## src/rtl/mem_port_arbiter.sv

```systemverilog
// Arbiter sharing one external memory port between Icache refills and Dcache accesses.
// One transaction in flight; Dcache wins ties unless Icache has waited STARVE_LIMIT grants.
module mem_port_arbiter #(
    parameter int STARVE_LIMIT = 4,
    parameter int ADDR_W       = 32,
    parameter int DATA_W       = 32
) (
    input  logic                  clk,
    input  logic                  rst_n,
    input  logic                  Icache_Req,
    input  logic [ADDR_W-1:0]     Icache_Addr,
    output logic                  Icache_Gnt,
    output logic                  Icache_Rvalid,
    output logic [DATA_W-1:0]     Icache_Rdata,
    input  logic                  Dcache_Req,
    input  logic                  Dcache_We,
    input  logic [ADDR_W-1:0]     Dcache_Addr,
    input  logic [DATA_W-1:0]     Dcache_Wdata,
    input  logic [DATA_W/8-1:0]   Dcache_Wstrb,
    output logic                  Dcache_Gnt,
    output logic                  Dcache_Rvalid,
    output logic [DATA_W-1:0]     Dcache_Rdata,
    input  logic                  Csr_Memflush,
    output logic                  Mem_Req,
    output logic                  Mem_We,
    output logic [ADDR_W-1:0]     Mem_Addr,
    output logic [DATA_W-1:0]     Mem_Wdata,
    output logic [DATA_W/8-1:0]   Mem_Wstrb,
    input  logic                  Mem_Ready,
    input  logic                  Mem_Rvalid,
    input  logic [DATA_W-1:0]     Mem_Rdata,
    output logic                  Arb_Busy
);

    localparam int STRB_W = DATA_W / 8;
    localparam int CNT_W  = (STARVE_LIMIT < 1) ? 1 : $clog2(STARVE_LIMIT + 1);
    localparam logic [CNT_W-1:0] LIMIT_C = CNT_W'(STARVE_LIMIT);
    localparam logic OWN_D = 1'b0;
    localparam logic OWN_I = 1'b1;

    typedef enum logic [1:0] {
        ST_IDLE = 2'd0,
        ST_REQ  = 2'd1,
        ST_RESP = 2'd2
    } state_t;

    state_t              state_q,   state_d;
    logic                owner_q,   owner_d;
    logic                drop_q,    drop_d;
    logic [CNT_W-1:0]    starve_q,  starve_d;
    logic                busy_q,    busy_d;
    logic                mem_req_q, mem_req_d;
    logic                mem_we_q,  mem_we_d;
    logic [ADDR_W-1:0]   addr_q,    addr_d;
    logic [DATA_W-1:0]   wdata_q,   wdata_d;
    logic [STRB_W-1:0]   wstrb_q,   wstrb_d;

    logic                grant_d_s;
    logic                grant_i_s;

    // Tie-break: Dcache wins unless Icache has been passed over STARVE_LIMIT times in a row
    always_comb begin
        grant_d_s = 1'b0;
        grant_i_s = 1'b0;
        if (Dcache_Req && !(Icache_Req && (starve_q == LIMIT_C))) begin
            grant_d_s = 1'b1;
        end else if (Icache_Req) begin
            grant_i_s = 1'b1;
        end else begin
            grant_d_s = 1'b0;
            grant_i_s = 1'b0;
        end
    end

    // Next-state logic; the memory-side registers only hold a request while in REQ
    always_comb begin
        state_d   = state_q;
        owner_d   = owner_q;
        drop_d    = drop_q;
        starve_d  = starve_q;
        busy_d    = busy_q;
        mem_req_d = mem_req_q;
        mem_we_d  = mem_we_q;
        addr_d    = addr_q;
        wdata_d   = wdata_q;
        wstrb_d   = wstrb_q;
        case (state_q)
            ST_IDLE: begin
                drop_d = 1'b0;
                if (grant_d_s) begin
                    state_d   = ST_REQ;
                    owner_d   = OWN_D;
                    busy_d    = 1'b1;
                    mem_req_d = 1'b1;
                    mem_we_d  = Dcache_We;
                    addr_d    = Dcache_Addr;
                    wdata_d   = Dcache_Wdata;
                    wstrb_d   = Dcache_Wstrb;
                    if (!Icache_Req) begin
                        starve_d = {CNT_W{1'b0}};
                    end else if (starve_q != LIMIT_C) begin
                        starve_d = starve_q + {{(CNT_W-1){1'b0}}, 1'b1};
                    end else begin
                        starve_d = starve_q;
                    end
                end else if (grant_i_s) begin
                    state_d   = ST_REQ;
                    owner_d   = OWN_I;
                    busy_d    = 1'b1;
                    mem_req_d = 1'b1;
                    mem_we_d  = 1'b0;
                    addr_d    = Icache_Addr;
                    wdata_d   = {DATA_W{1'b0}};
                    wstrb_d   = {STRB_W{1'b0}};
                    starve_d  = {CNT_W{1'b0}};
                end else begin
                    starve_d  = {CNT_W{1'b0}};
                end
            end
            ST_REQ: begin
                if (Csr_Memflush && (owner_q == OWN_I)) begin
                    drop_d = 1'b1;
                end else begin
                    drop_d = drop_q;
                end
                if (Mem_Ready) begin
                    state_d   = ST_RESP;
                    mem_req_d = 1'b0;
                    mem_we_d  = 1'b0;
                    addr_d    = {ADDR_W{1'b0}};
                    wdata_d   = {DATA_W{1'b0}};
                    wstrb_d   = {STRB_W{1'b0}};
                end else begin
                    state_d   = ST_REQ;
                end
            end
            ST_RESP: begin
                if (Mem_Rvalid) begin
                    state_d = ST_IDLE;
                    busy_d  = 1'b0;
                    drop_d  = 1'b0;
                end else if (Csr_Memflush && (owner_q == OWN_I)) begin
                    drop_d  = 1'b1;
                end else begin
                    drop_d  = drop_q;
                end
            end
            default: begin
                state_d   = ST_IDLE;
                busy_d    = 1'b0;
                drop_d    = 1'b0;
                mem_req_d = 1'b0;
                mem_we_d  = 1'b0;
                addr_d    = {ADDR_W{1'b0}};
                wdata_d   = {DATA_W{1'b0}};
                wstrb_d   = {STRB_W{1'b0}};
            end
        endcase
    end

    // Arbiter FSM and its registered memory-side outputs
    always_ff @(posedge clk or negedge rst_n) begin
        if (!rst_n) begin
            state_q   <= ST_IDLE;
            owner_q   <= OWN_D;
            drop_q    <= 1'b0;
            starve_q  <= {CNT_W{1'b0}};
            busy_q    <= 1'b0;
            mem_req_q <= 1'b0;
            mem_we_q  <= 1'b0;
            addr_q    <= {ADDR_W{1'b0}};
            wdata_q   <= {DATA_W{1'b0}};
            wstrb_q   <= {STRB_W{1'b0}};
        end else begin
            state_q   <= state_d;
            owner_q   <= owner_d;
            drop_q    <= drop_d;
            starve_q  <= starve_d;
            busy_q    <= busy_d;
            mem_req_q <= mem_req_d;
            mem_we_q  <= mem_we_d;
            addr_q    <= addr_d;
            wdata_q   <= wdata_d;
            wstrb_q   <= wstrb_d;
        end
    end

    // Grant and response pulses track the memory handshake in the same cycle
    always_comb begin
        Icache_Gnt    = 1'b0;
        Dcache_Gnt    = 1'b0;
        Icache_Rvalid = 1'b0;
        Dcache_Rvalid = 1'b0;
        if ((state_q == ST_REQ) && Mem_Ready) begin
            Icache_Gnt = (owner_q == OWN_I);
            Dcache_Gnt = (owner_q == OWN_D);
        end else begin
            Icache_Gnt = 1'b0;
            Dcache_Gnt = 1'b0;
        end
        if ((state_q == ST_RESP) && Mem_Rvalid) begin
            Icache_Rvalid = (owner_q == OWN_I) && !drop_q && !Csr_Memflush;
            Dcache_Rvalid = (owner_q == OWN_D);
        end else begin
            Icache_Rvalid = 1'b0;
            Dcache_Rvalid = 1'b0;
        end
    end

    assign Icache_Rdata = Mem_Rdata;
    assign Dcache_Rdata = Mem_Rdata;
    assign Mem_Req      = mem_req_q;
    assign Mem_We       = mem_we_q;
    assign Mem_Addr     = addr_q;
    assign Mem_Wdata    = wdata_q;
    assign Mem_Wstrb    = wstrb_q;
    assign Arb_Busy     = busy_q;

endmodule

```

## config.mk

```make
export PLATFORM = sky130hd
export DESIGN_NAME = mem_port_arbiter
export DESIGN_NICKNAME = d
export VERILOG_FILES = /design/src/rtl/mem_port_arbiter.sv
export SDC_FILE = /design/constraint.sdc
export NUM_CORES = 1
export LEC_CHECK = 0
export ABC_AREA = 1
export CORE_MARGIN = 2
export CORE_UTILIZATION = 38
export CTS_BUF_LIST = sky130_fd_sc_hd__clkbuf_8
export DETAILED_ROUTE_END_ITERATION = 16
export PLACE_DENSITY = 0.84
export SLEW_MARGIN = 20
export SYNTH_ARGS = -nofsm -noshare
export SYNTH_HDL_FRONTEND = slang
export SYNTH_SLANG_ARGS = --single-unit
```

## constraint.sdc

```tcl
create_clock -name clk -period 1.7 [get_ports clk]
set_input_delay 0.34 -clock clk [delete_from_list [all_inputs] [get_ports clk]]
set_output_delay 0.34 -clock clk [all_outputs]
set_load 0.05 [all_outputs]
```

### Word level (Yosys, flattened, before mapping)

Cells that the tools add are included.

* add/subtract/negate cells: 1
* eq/ne operators: 8
* multiplexer cells: 39
* bitwise gates (word level): 3
* reductions and logical operators: 17

Operators by type and width (number)
* case mux 32 bit (3 select lines): 2
* two-way mux 32 bit: 5
* two-way mux 1 bit: 16
* two-way mux 4 bit: 3
* case mux 4 bit (3 select lines): 1
* two-way mux 3 bit: 3
* case mux 1 bit (3 select lines): 3
* two-way mux 2 bit: 4
* logical AND 1 bit: 7
* inequality test 3 bit, second input constant: 2
* case mux 2 bit (3 select lines): 1
* AND reduction 2 bit: 3
* AND reduction 3 bit: 2
* inequality test 2 bit, second input constant: 2
* adder 3 x 1 -> 3 bit, second input constant: 1
* equality test 3 bit, second input constant: 1
* logical NOT 1 bit: 3
* inequality test 3 x 2 -> 1 bit, second input constant: 1
* inverter 1 bit: 3
* equality test 2 x 1 -> 1 bit, second input constant: 1
* equality test 2 bit, second input constant: 1
* logical NOT 2 bit: 1
* case mux 1 bit (2 select lines): 1
* nonzero test 2 bit: 1

* bits in registers: 78
* bits of input ports: 140
* word-level logic and storage cells: 78

### Logic depth before layout (Yosys ltp)

* depth after elaboration: 8
* mapped depth: 9
* gate-level depth less buffers: 7

### Worst setup path after synthesis

OpenSTA, ideal clock, no wires.

* kind: register to output
* start point: reg state_q[0]
* end point: out Icache_Rvalid
* data arrival time: 2.141 ns
* path slack: -0.781 ns
* cell stages (with the launch flop): 5
* buffers on the path: 0
* cells stage by stage: dfrtp_1 inv_1 ha_1 nand2_1 nor4_1

* longest elaborated chain between the ends: 3

RTL lines
* from (decl): RTL line 47 `state_t state_q, state_d;`
* from (signal assigned): RTL line 175 `state_q <= state_d;`
* equality test 2 bit: RTL line 201 `if ((state_q == ST_RESP) && Mem_Rvalid) begin`
* logical AND 1 bit: RTL line 201
* two-way mux 1 bit: RTL line 201
* to (decl): RTL line 13 `output logic Icache_Rvalid,`

Every way passes these cells.

### Worst setup path after layout

Ends and elaborated chain as after synthesis.

==> impl_metrics.env <==
export IMPL_crit_chain="inv_2, ha_4, nand2_4, nor4_4, buf_12"
export IMPL_grt_pass1_vias=3578
export IMPL_cpLargestDelayFamily="flip-flops"
export IMPL_hold_viol=0
export IMPL_intPower_mw=4.79
export IMPL_grt_max_degree=79
export IMPL_slew_headroom=0.733
export IMPL_postCtsHoldBufs=0
export IMPL_drt_iter0_drc=193
export IMPL_synth_xor_area_frac=0.00205
export IMPL_post_route_period_util=1.04
export IMPL_io_pins=279
export IMPL_yosysWarningCount=0
export IMPL_cp_end_kind="primary output"
export IMPL_critPathBufInv=2
export IMPL_violations="setup timing"
export IMPL_vias_per_cell=4.60
export IMPL_worstPathRequired_ns=1.36
export IMPL_placed_cell_area_um2=5750
export IMPL_synth_top_family_by_area="simple AND/OR/NAND/NOR gates"
export IMPL_drc_errors=0
export IMPL_skew_ns=0.0129
export IMPL_synth_cell_types=21
export IMPL_seqPwrFrac=0.300
export IMPL_wire_per_inst_um=13.1
export IMPL_final_cell_mix="nand2_1 (184), clkdlybuf4s50_1 (106), nand3_1 (105)"
export IMPL_grt_first_pass_wirelength_mm=16.7
export IMPL_dr_total_vias=3813
export IMPL_worst_slew_pin_slew_ns=0.400
export IMPL_setup_violations=4
export IMPL_final_common_cell="nand2_1"
export IMPL_die_h_um=110
export IMPL_grt_setup_unrepaired="true"
export IMPL_finalCriticalPeriod_ns=1.76
export IMPL_dieArea_um2=12100
export IMPL_worst_slack_ns=-0.0612
export IMPL_htree_levels=3
export IMPL_cts_root_buf="clkbuf_8"
export IMPL_clkPwrFrac=0.147
export IMPL_grt_total_usage=0.177
export IMPL_syn2layout_area_growth_pct=40.6
export IMPL_synth_nets=710
export IMPL_io_buffer_count=182
export IMPL_fmax_mhz=568
export IMPL_clk_pin_slew_ns=0.08
export IMPL_pwr_density_cell_nw_per_um2=1520
export IMPL_fin_util=0.550
export IMPL_ys_seq_area_frac=0.456
export IMPL_synth_simple_gate_area_frac=0.302
export IMPL_cts_buffers=9
export IMPL_drv_cap=0
export IMPL_dp_hpwl_mm=7.89
export IMPL_grt_overflow=0
export IMPL_cp_max_fo=2
export IMPL_final_antenna_net_count=0
export IMPL_synthMuxAreaShare=0
export IMPL_clock_latency_ns=0.34
export IMPL_comb_power_share=0.553
export IMPL_swShare=0.476
export IMPL_synth_seq_cells=78
export IMPL_drt_total_wl_mm=10.8
export IMPL_die_w_um=110
export IMPL_syn_area_um2=4280
export IMPL_syn_area_per_cell_um2=7.57
export IMPL_slowest_delay_ns=0.40
export IMPL_fin_nets=830
export IMPL_status="finished with violations"
export IMPL_vdd_drop_max_mv=0.807
export IMPL_core_um2=10900
export IMPL_synth_compound_area_frac=0.0126
export IMPL_finalMaxSlewViolations=0
export IMPL_antenna_found_initial=0
export IMPL_critical_path_slowest_cell="dfrtp_1"
export IMPL_arrival_ns=1.42
export IMPL_fin_hold_ws_ns=0.00991
export IMPL_cts_tree="built"
export IMPL_rows=38
export IMPL_gp_congestion=0.797
export IMPL_syn_inst=565
export IMPL_worstSetupPathType="flop to primary output"
export IMPL_diodes=0
export IMPL_p_sw_mw=4.36
export IMPL_p_leak_nw=3.34
export IMPL_drive_above_1_share=0.181
export IMPL_start_util=0.391
export IMPL_clock_path_buffers=2
export IMPL_synth_adder_area_share=0.0146
export IMPL_cp_start_kind="flop"
export IMPL_stdcell_area_um2=6020
export IMPL_hold_path_class="primary input to asynchronous set/reset pin"
export IMPL_drt_pass1_iterations=4
export IMPL_cts_sinks=78
[worst reg2reg max path, stage by stage, from the launching register on]
cell and delay, ns:
dfrtp_1 0.44, ha_4 0.20, buf_4 0.14, inv_1 0.07
nand2_1 0.09, nor2_4 0.18, buf_12 0.21, nand3_1 0.13
nand2_1 0.07
[final timing paths]
kind,depth (start not counted),startpoint,slack [ns],to
worst max-delay path,5,state_q[0],-0.06,Icache_Rvalid
worst min-delay path,2,rst_n,0.01,Mem_Wdata[19]
worst max register to register,8,state_q[1],0.09,Mem_Wdata[8]
worst min register to register,2,Mem_Wdata[10],0.48,Mem_Wdata[10]
max in group asynchronous,2,rst_n,1.37,owner_q
min in group clk,2,Mem_Wdata[10],0.48,Mem_Wdata[10]
[cells by family (layout without fill, tap and decap cells)]
| family | after synthesis | count (layout) |
|---|---|---|
| XOR/XNOR | 1 | 1 |
| AO/OA/AOI/OAI | 10 | 10 |
| AND/OR/NAND/NOR | 303 | 303 |
| flip-flops | 78 | 78 |
| adder cells (fa/ha/maj) | 5 | 5 |
| buffers and inverters | 168 | 292 |
[area by class of cell]
cell class	count	area [um^2]
well taps	140	175
clock inverters	5	51.3
flip-flops and latches	78	1950
multi-input cells	319	1490
fillers	1045	4920
clock buffers	10	138
inverters	76	285
repair buffers	201	1920
[cell usage after synthesis, drive strengths merged]
cell	n	area [um^2]
clkbuf	4	15.0
o21ai	7	38.8
nor2	8	37.5
xor2	1	8.76
dfrtp	78	1950
inv	76	285
nor4	1	6.26
nand3	107	546
nand2	187	704
ha	5	62.6
a21oi	3	15.0
buf	88	607
[registers in the layout, indices dropped and copies added, names as in the netlist]
signal	flops
starve_q	3
Mem_Wstrb	4
drop_q	1
owner_q	1
state_q	2
Mem_Req	1
Arb_Busy	1
Mem_We	1
Mem_Addr	32
Mem_Wdata	32
[power by group through the flow]
stage	Sequential [mW]	Clock (mW)	Combinational (mW)
after floorplan	4.36	0	1.95
after global placement	2.74	0	4.94
after detailed placement	2.75	0	4.99
after CTS	2.74	1.40	5.10
after global routing	2.81	1.48	5.44
final	2.74	1.34	5.06
[repair_timing]
| action | CTS | global route |
|---|---|---|
| setup endpoints to repair | 4 | 4 |
| gates resized for setup | 11 | 4 |
| setup buffers | 3 | 0 |
| pin swaps | 3 | 3 |
[stage by stage]
stage	TNS [ns]	setup WS [ns]	std cells	power (mW)
finish	-0.0971	-0.0612	829	9.15
global route	-0.378	-0.142	829	9.72
floorplan	-0.0208	-0.0208	565	6.31
global placement	-0.00889	-0.00537	811	7.67
CTS	-0.354	-0.150	829	9.24
detailed placement	-2.02	-0.0627	811	7.74
[metal layers]
layer / track usage / share of wire
met1: 0.201 / 0.40
met2: 0.309 / 0.48
met3: 0.0511 / 0.089
met4: 0.0786 / 0.025
met5: 0 / 0
(Power assumes the default switching activity.)
